==> src/rtl/alu_lcd_pkg.sv <==
// Shared definitions for the ALU/LCD hex display block.
// Contents: opcodes, the LCD init code ROM, the sequencer state type and the hex encoder.
package alu_lcd_pkg;

  localparam logic [2:0] OP_AND  = 3'd0;
  localparam logic [2:0] OP_OR   = 3'd1;
  localparam logic [2:0] OP_ADD  = 3'd2;
  localparam logic [2:0] OP_SUB  = 3'd3;
  localparam logic [2:0] OP_XOR  = 3'd4;
  localparam logic [2:0] OP_SHL  = 3'd5;
  localparam logic [2:0] OP_SHR  = 3'd6;
  localparam logic [2:0] OP_PASS = 3'd7;

  // LCD codes are packed as {rs, rw, d[3:0]}.
  localparam int INIT_STEPS = 12;
  localparam logic [5:0] INIT_CODES [INIT_STEPS] = '{
    6'h03, 6'h03, 6'h03, 6'h02, 6'h02, 6'h08,
    6'h00, 6'h06, 6'h00, 6'h0C, 6'h00, 6'h01
  };
  localparam logic [5:0] LCD_IDLE_CODE = 6'h10;

  typedef enum logic [1:0] {
    ST_INIT,
    ST_CLR,
    ST_DIGITS,
    ST_IDLE
  } lcd_state_e;

  // Lowercase ASCII of one hex digit, split into {high nibble, low nibble}.
  function automatic logic [7:0] hex_nibbles(input logic [3:0] v);
    if (v < 4'd10) return {4'h3, v};
    else           return {4'h6, v - 4'd9};
  endfunction

endpackage

==> src/rtl/alu_lcd_hex_lcd_nibble_seq.sv <==
// LCD 4-bit-mode sequencer: step timer, init/clear/digits FSM, value snapshot
// and code mux. Outputs are registered from the current state, one cycle behind it.
module lcd_nibble_seq
  import alu_lcd_pkg::*;
#(
  parameter int WIDTH     = 8,
  parameter int STEP_BITS = 21
) (
  input  logic             clk,
  input  logic             rst,
  input  logic             refresh,
  input  logic [WIDTH-1:0] value,
  output logic             busy,
  output logic             lcd_e,
  output logic             sf_e,
  output logic             lcd_rs,
  output logic             lcd_rw,
  output logic [3:0]       lcd_d
);

  localparam int NDIG   = (WIDTH + 3) / 4;
  localparam int SNAP_W = 4 * NDIG;
  localparam logic [STEP_BITS-1:0] STEP_LAST = '1;

  lcd_state_e           state;
  logic [STEP_BITS-1:0] step_cnt;
  logic [3:0]           step_idx;
  logic [SNAP_W-1:0]    snap;

  logic [3:0] cur_nib;
  logic [7:0] digit;
  logic [5:0] cur_code;
  logic [3:0] last_idx;

  // NOTE: every always_comb output gets a default first, so no path can infer a latch.
  always_comb begin
    cur_nib = '0;
    for (int i = 0; i < NDIG; i++) begin
      if (step_idx[3:1] == 3'(NDIG - 1 - i)) cur_nib = snap[4*i +: 4];
    end
    digit = hex_nibbles(cur_nib);

    cur_code = LCD_IDLE_CODE;
    last_idx = '0;
    case (state)
      ST_INIT: begin
        cur_code = INIT_CODES[step_idx];
        last_idx = 4'(INIT_STEPS - 1);
      end
      ST_CLR: begin
        cur_code = step_idx[0] ? 6'h01 : 6'h00;
        last_idx = 4'd1;
      end
      ST_DIGITS: begin
        cur_code = {2'b10, (step_idx[0] ? digit[3:0] : digit[7:4])};
        last_idx = 4'(2 * NDIG - 1);
      end
      default: begin
        cur_code = LCD_IDLE_CODE;
        last_idx = '0;
      end
    endcase
  end

  // NOTE: sequential state uses non-blocking assignments only, so every register
  // sees the pre-edge values of the others regardless of statement order.
  always_ff @(posedge clk) begin
    if (rst) begin
      state    <= ST_INIT;
      step_cnt <= '0;
      step_idx <= '0;
      snap     <= '0;
      busy     <= 1'b1;
      lcd_e    <= 1'b0;
      sf_e     <= 1'b0;
      lcd_rs   <= 1'b0;
      lcd_rw   <= 1'b0;
      lcd_d    <= 4'h0;
    end else begin
      {lcd_rs, lcd_rw, lcd_d} <= cur_code;
      lcd_e <= (state != ST_IDLE) && step_cnt[STEP_BITS-1];
      busy  <= (state != ST_IDLE);
      sf_e  <= 1'b1;

      // A new value abandons a digit pass; init and clear always run to completion.
      if (refresh && (state == ST_DIGITS || state == ST_IDLE)) begin
        state    <= ST_CLR;
        step_cnt <= '0;
        step_idx <= '0;
      end else if (state != ST_IDLE) begin
        step_cnt <= step_cnt + 1'b1;
        if (step_cnt == STEP_LAST) begin
          if (step_idx == last_idx) begin
            step_idx <= '0;
            if (state == ST_DIGITS) begin
              state <= ST_IDLE;
            end else begin
              state <= ST_DIGITS;
              snap  <= SNAP_W'(value);
            end
          end else begin
            step_idx <= step_idx + 1'b1;
          end
        end
      end
    end
  end

endmodule

==> src/rtl/alu_lcd_hex.sv <==
// Switch-loaded ALU with registered result/flags, shown as lowercase hex on a
// 4-bit-mode character LCD that refreshes on every load.
module alu_lcd_hex
  import alu_lcd_pkg::*;
#(
  parameter int WIDTH     = 8,
  parameter int STEP_BITS = 21
) (
  input  logic             clk,
  input  logic             rst,
  input  logic [WIDTH-1:0] p,
  input  logic             ld_a,
  input  logic             ld_b,
  input  logic             ld_op,
  output logic [WIDTH-1:0] result,
  output logic             cf,
  output logic             zf,
  output logic             sf,
  output logic             of,
  output logic             busy,
  output logic             lcd_e,
  output logic             sf_e,
  output logic             lcd_rs,
  output logic             lcd_rw,
  output logic [3:0]       lcd_d
);

  logic [WIDTH-1:0] a, b;
  logic [2:0]       op;
  logic             ld_q, refresh;

  logic [WIDTH:0]   sum, diff;
  logic [WIDTH-1:0] res_n;
  logic             cf_n, of_n;

  always_ff @(posedge clk) begin
    if (rst) begin
      a       <= '0;
      b       <= '0;
      op      <= OP_AND;
      ld_q    <= 1'b0;
      refresh <= 1'b0;
    end else begin
      if (ld_a)       a  <= p;
      else if (ld_b)  b  <= p;
      else if (ld_op) op <= p[2:0];
      // Two stages so the sequencer sees the load once result already holds the new value.
      ld_q    <= ld_a | ld_b | ld_op;
      refresh <= ld_q;
    end
  end

  always_comb begin
    sum   = {1'b0, a} + {1'b0, b};
    diff  = {1'b0, a} - {1'b0, b};
    res_n = a;
    cf_n  = 1'b0;
    of_n  = 1'b0;
    case (op)
      OP_AND: res_n = a & b;
      OP_OR:  res_n = a | b;
      OP_ADD: begin
        res_n = sum[WIDTH-1:0];
        cf_n  = sum[WIDTH];
        of_n  = (a[WIDTH-1] == b[WIDTH-1]) && (sum[WIDTH-1] != a[WIDTH-1]);
      end
      OP_SUB: begin
        res_n = diff[WIDTH-1:0];
        cf_n  = diff[WIDTH];
        of_n  = (a[WIDTH-1] != b[WIDTH-1]) && (diff[WIDTH-1] != a[WIDTH-1]);
      end
      OP_XOR: res_n = a ^ b;
      OP_SHL: begin
        res_n = {a[WIDTH-2:0], 1'b0};
        cf_n  = a[WIDTH-1];
      end
      OP_SHR: begin
        res_n = {1'b0, a[WIDTH-1:1]};
        cf_n  = a[0];
      end
      default: res_n = a;
    endcase
  end

  always_ff @(posedge clk) begin
    if (rst) begin
      result <= '0;
      cf     <= 1'b0;
      of     <= 1'b0;
    end else begin
      result <= res_n;
      cf     <= cf_n;
      of     <= of_n;
    end
  end

  assign zf = (result == '0);
  assign sf = result[WIDTH-1];

  lcd_nibble_seq #(
    .WIDTH     (WIDTH),
    .STEP_BITS (STEP_BITS)
  ) u_seq (
    .clk     (clk),
    .rst     (rst),
    .refresh (refresh),
    .value   (result),
    .busy    (busy),
    .lcd_e   (lcd_e),
    .sf_e    (sf_e),
    .lcd_rs  (lcd_rs),
    .lcd_rw  (lcd_rw),
    .lcd_d   (lcd_d)
  );

endmodule

==> config.mk <==
export PLATFORM = sky130hd
export DESIGN_NAME = alu_lcd_hex
export DESIGN_NICKNAME = d
export VERILOG_FILES = /design/src/rtl/alu_lcd_pkg.sv /design/src/rtl/alu_lcd_hex_lcd_nibble_seq.sv /design/src/rtl/alu_lcd_hex.sv
export SDC_FILE = /design/constraint.sdc
export NUM_CORES = 1
export LEC_CHECK = 0
export CAP_MARGIN = 10
export CORE_UTILIZATION = 50
export CTS_CLUSTER_DIAMETER = 60
export DETAILED_ROUTE_END_ITERATION = 8
export MAX_ROUTING_LAYER = met4
export PLACE_DENSITY = 0.74
export SLEW_MARGIN = 10
export SYNTH_ARGS = -nofsm -noshare
export SYNTH_HDL_FRONTEND = slang
export SYNTH_HIERARCHICAL = 1
export SYNTH_SLANG_ARGS = --single-unit
==> constraint.sdc <==
create_clock -name clk -period 3.01 [get_ports clk]
set_clock_uncertainty 0.2 [all_clocks]
set_input_delay 0.602 -clock clk [delete_from_list [all_inputs] [get_ports clk]]
set_output_delay 0.602 -clock clk [all_outputs]
set_load 0.01 [all_outputs]
## Yosys cells after proc, flatten, opt, wreduce, memory -nomap -nowiden

Memory sizes are Yosys's and may differ from the RTL's.
Index checks and enable logic that the tools add are counted.

- Bits in read-only memories: 96
- Flip-flop bits (word level): 75
- Word-level logic and storage cells: 92
- Output and inout port bits: 21
- Input bits: 13
- Memories kept: 1

Memory list:

| memory | depth | width | read ports | clocked after Yosys merged registers in | write ports | RTL line | source |
|---|---|---|---|---|---|---|---|
| (no name shown) | 16 | 6 | 1 | 0 | 0 | alu_lcd_hex_lcd_nibble_seq.sv:47 | `cur_code = INIT_CODES[step_idx];` |

- Magnitude comparators: 2
- Reduce and logical (&&, ||, !) cells: 19
- Equal/unequal tests: 17
- Bitwise gates (word level): 10
- Add/sub/neg operators: 5
- Multiplexer cells: 19

Operators by type and width:

| operator | number |
|---|---|
| case mux 8 bit (7 select lines) | 1 |
| adder 21 x 1 -> 21 bit, second input constant | 1 |
| equality test 21 bit, second input constant | 1 |
| case mux 6 bit (3 select lines) | 1 |
| two-way mux 4 bit | 4 |
| two-way mux 6 bit | 2 |
| case mux 4 bit (3 select lines) | 1 |
| adder 8 x 8 -> 9 bit | 1 |
| equality test 3 bit, second input constant | 3 |
| AND reduction 3 bit | 3 |
| subtractor 8 x 8 -> 9 bit | 1 |
| AND 8 bit | 1 |
| logical NOT 8 bit | 1 |
| bitwise OR 8 bit | 1 |
| XOR 8 bit | 1 |
| two-way mux 1 bit | 7 |
| two-way mux 7 bit | 1 |
| equality test 3 x 1 -> 1 bit, second input constant | 2 |
| equality test 3 x 2 -> 1 bit, second input constant | 2 |
| logical NOT 3 bit | 2 |
| nonzero test 2 bit | 3 |
| greater-or-equal comparator 5 bit, second input constant | 1 |
| inverter 4 -> 5 bit | 1 |
| AND reduction 5 bit | 1 |
| other kinds (18) | 29 |

## Logic depth before layout (Yosys ltp)

- Depth in word-level cells: 7
- Gate-level depth with buffers: 10
- Gate-level depth less buffers: 10

## Hierarchy

Netlist, hierarchy kept.

Modules (own cells, without submodules):

| module | area each (um^2) | instances | cells an instance | sequential area each (um^2) |
|---|---|---|---|---|
| alu_lcd_hex | 2481.1 | 1 | 312 | 620.6 |
| lcd_nibble_seq | 2105.8 | 1 | 242 | 880.8 |

## Worst setup path after synthesis

No wires, ideal clock.

- Path kind: register to register
- From: register a[1]
- To: register result[3]
- Stages on the path, launching flop included: 9
- Clock period less this slack: 2366 ps
- Buffers on the path: 0
- Setup time: 103 ps
- Arrival time: 2063 ps
- Path slack: 644 ps
- Data required time: 2707 ps
- Cell sequence: dfxtp_1 > inv_1 > ha_1 > a21oi_1 > o21bai_1 > mux2_2 > xnor2_1 > mux2_2 > a2111oi_2

- Cells in the longest elaborated chain, start to end: 2
- Elaborated cells on any way between the ends: 3
- Classes of those cells: add/sub (2); mux (1)

Ends and longest elaborated chain:

| item | RTL line | source |
|---|---|---|
| start, declared | alu_lcd_hex.sv:28 | `logic [WIDTH-1:0] a, b;` |
| start signal, assigned | alu_lcd_hex.sv:44 | `if (ld_a) a <= p;` |
| subtractor 8 x 8 -> 9 bit / adder 8 x 8 -> 9 bit (equally long branches) | alu_lcd_hex.sv:55, alu_lcd_hex.sv:54 |  |
| case mux 8 bit (7 select lines) * | alu_lcd_hex.sv:59 | `case (op)` |
| end signal, assigned | alu_lcd_hex.sv:91 | `result <= res_n;` |
| end, declared | alu_lcd_hex.sv:15 | `output logic [WIDTH-1:0] result,` |

Mark *: on every way between the ends. The rest lies on a longest branch, timed or not.
A chain may end at the register's enable or synchronous reset.

## Worst setup path in the final report

Same ends and word-level chain as after synthesis.

==> results.yml <==
outcome:
  status: "complete, but fails checks"
  violations: "DRC"
floorplan:
  ios: 34
  die_area_um2: 9561
  core_area_um2: 8806
  start_util: 0.5209
  die_width_um: 97.78
  die_h_um: 97.78
  fp-row-count: 34
timing:
  fin_crit_ns: 2.720
  final_hold_viol_count: 0
  fin_tns_setup_ns: 0
  max-slew-margin-rel: 0.5442
  setup_viol: 0
  drv_slew: 0
  max_freq_ghz: 0.3677
  tightest_slew_ns: 0.6822
  holdWs_ns: 0.2513
  period_share: 0.9036
  rsz0062_at_grt: "no"
power:
  power_density_nw_per_um2: 419.9
  p_leak_nw: 1.886
  vdd_ir_drop_max_mv: 0.2037
  power_mw: 2.172
finish:
  fin_util: 0.5874
  syn_to_final_growth_pct: 12.77
  num-fill-cells: 775
  n_antenna_cell: 0
  drive_gt1_frac: 0.08763
  nNetsFinal: 623
global_route:
  antenna_found_initial: 0
  grt_start_max_net_pins: 23
  overflow: 0
  grtUsageTotal: 0.2358
  grt_pass1_wl_um: 17770
  grt_pass1_vias: 3838
critical_path:
  path_max_fanout: 7
  crit_type: "flip-flop to flip-flop"
  cp.required_ns: 3.06
  slowest_delay_ns: 0.49
  crit_path_top_delay_cell: "dfxtp_1"
  cpMostUsedCell: "mux2_2"
  cp-end-kind: "flip-flop"
  crit_path_start_kind: "flip-flop"
  setup.worst_path.start: "a[1]"
  critPathArrivalTime_ns: 2.77
  worstReg2RegStart: "a[1]"
  path_cells: "inv_1, ha_1, a21oi_1, o21bai_1, mux2_2, xnor2_1, mux2_2, a2111oi_2"
synth:
  synth_most_common_cell: "nor2_1"
  synthSimpleGateAreaFrac: 0.2237
  muxShareOfSynthArea: 0.08511
  synth-xor-area-share: 0.04583
  synth_edf_count: 0
  synth_top_area_share: 0.3273
  synthAdderAreaFrac: 0.09329
  syn_area_per_cell_um2: 8.280
  synth.distinct_cells: 69
  synth_top_family_by_area: "simple AND/OR/NAND/NOR gates"
  synth.area.top_cells: "dfxtp_1 33%, ha_1 8.5%, nor2_1 6.6%"
  syn-cell-area_um2: 4587
  synth_compound_area_frac: 0.1612
  synth_top_flop_cell: "dfxtp_1"
  synthArstFlopShare: 0
  ys_warn_count: 6
  yosys_register_bits: 75
  synth_common_cells: "81 x nor2_1, 75 x dfxtp_1, 43 x nand2_1"
  netlist_instances: 554
  yosysTopAreaCell: "dfxtp_1"
  synthesis.nets: 600
  ys_seq_area_frac: 0.3273
route:
  vias_per_cell: 5.781
  postRouteAntennaNets: 0
  drc: 6
  wl_um: 10540
  dr.pass1.iters: 7
  first_iter_violations: 237
  drt-wirelength-per-cell_um: 15.28
  vias: 3989
flow_run:
  maxCapViolations: 0
clock_tree:
  holdBufCountCts: 0
  ctsHtreeMaxLevel: 3
  post-cts-setup-buffer-count: 0
  cts_buffers: 9
  post_cts_resize_count: 0
  clock_path_buffers: 2
  cts_root_buf: "clkbuf_8"
  clk_latency_ns: 0.36
  tritoncts: "yes"
  path_clk_slew_ns: 0.09
  cts_num_sinks: 75
worst_hold_path:
  hold_path_startpoint: "ld_q"
  hp-class: "flip-flop to flip-flop"
place:
  place.gp.congestion: 0.9652
  place.port_buffers: 33
  dp_hpwl_um: 7745
critical path, delay by kind of cell (launching register included):
family                     cells  cell delay, ns
buffers and inverters          1            0.13
DFF                            1            0.49
xor gates and xnor gates       1            0.12
AOI/OAI and AO/OA              3            0.75
muxes                          2            0.57
adders and majority gates      1            0.35
power by group:
group | internal (mW) | leakage [nW] | total, mW | switching, mW
clock network | 0.398 | 0.0988 | 0.831 | 0.434
registers | 1.02 | 0.610 | 1.05 | 0.0319
logic | 0.132 | 1.18 | 0.291 | 0.159
total | 1.55 | 1.89 | 2.17 | 0.625
sequential cells by signal (all words and copies together) (netlist names), 2 cells and up:
name,flops
u_seq/step_cnt,21
a,8
b,8
result,8
u_seq/snap,8
u_seq/lcd_d,4
u_seq/step_idx,4
op,3
u_seq/state,2
cell type report:
type,count,area (um2),area share
clock buffers,9,123.9,0.02395
inverters,38,142.6,0.02758
multi-input cells,411,2794,0.5402
repair buffers,42,392.9,0.07596
well taps,108,135.1,0.02612
clock inverters,7,82.58,0.01597
flip-flops and latches,75,1501,0.2903
worst paths after layout:
path	endpoint	depth (start not counted)	slack (ns)
setup reg to reg	result[3]	8	0.29
hold / removal	refresh	1	0.25
hold reg to reg	refresh	1	0.25
setup / recovery	result[3]	8	0.29
per-stage QoR:
stage / worst slack, ns / cells / area, um2
finish: 0.2902 / 690 / 5172
global route: 0.1555 / 690 / 5172
CTS: 0.2513 / 690 / 5172
detailed placement: 0.3697 / 674 / 4966
global placement: 0.4764 / 674 / 4966
floorplan: 0.6439 / 554 / 4587
cells by family after synthesis:
group                      count (synthesis)
and+or+nand+nor                          212
AOI/OAI and AO/OA                        105
DFF                                       75
buffers and inverters                     68
muxes                                     37
adders and majority gates                 33
xor gates and xnor gates                  24
per-layer routing:
metal / part of all wire / track usage / wire length [um]
met3: 0.057 / 0.04724 / 601
met2: 0.49 / 0.3901 / 5150
met4: 0.022 / 0.1072 / 237
met1: 0.43 / 0.2767 / 4555
met5: 0 / - / 0
layout by cell type, fill, tap and decap left out, types with 3 or more instances in the layout:
cell type / Yosys / final
a211oi_1: 4 / 4
a21oi_1: 33 / 33
a31oi_1: 3 / 3
and2_1: 5 / 5
and3_1: 3 / 3
buf_4: 2 / 9
clkbuf_8: 0 / 9
clkdlybuf4s50_1: 0 / 32
dfxtp_1: 75 / 75
ha_1: 31 / 31
inv_1: 38 / 38
inv_6: 0 / 3
mux2_2: 6 / 6
mux2i_1: 30 / 30
nand2_1: 43 / 43
nand2b_1: 6 / 6
nand3_1: 14 / 14
nand4_1: 7 / 7
nor2_1: 81 / 81
nor2b_1: 5 / 5
nor3_1: 15 / 15
o211ai_1: 4 / 4
o21ai_0: 21 / 21
o21bai_1: 3 / 3
o221ai_1: 3 / 3
o22ai_1: 6 / 6
or2_2: 6 / 6
or3_1: 5 / 5
or4_1: 3 / 3
xnor2_1: 16 / 16
xor2_1: 8 / 8
Power figures use the tool's default switching activity.
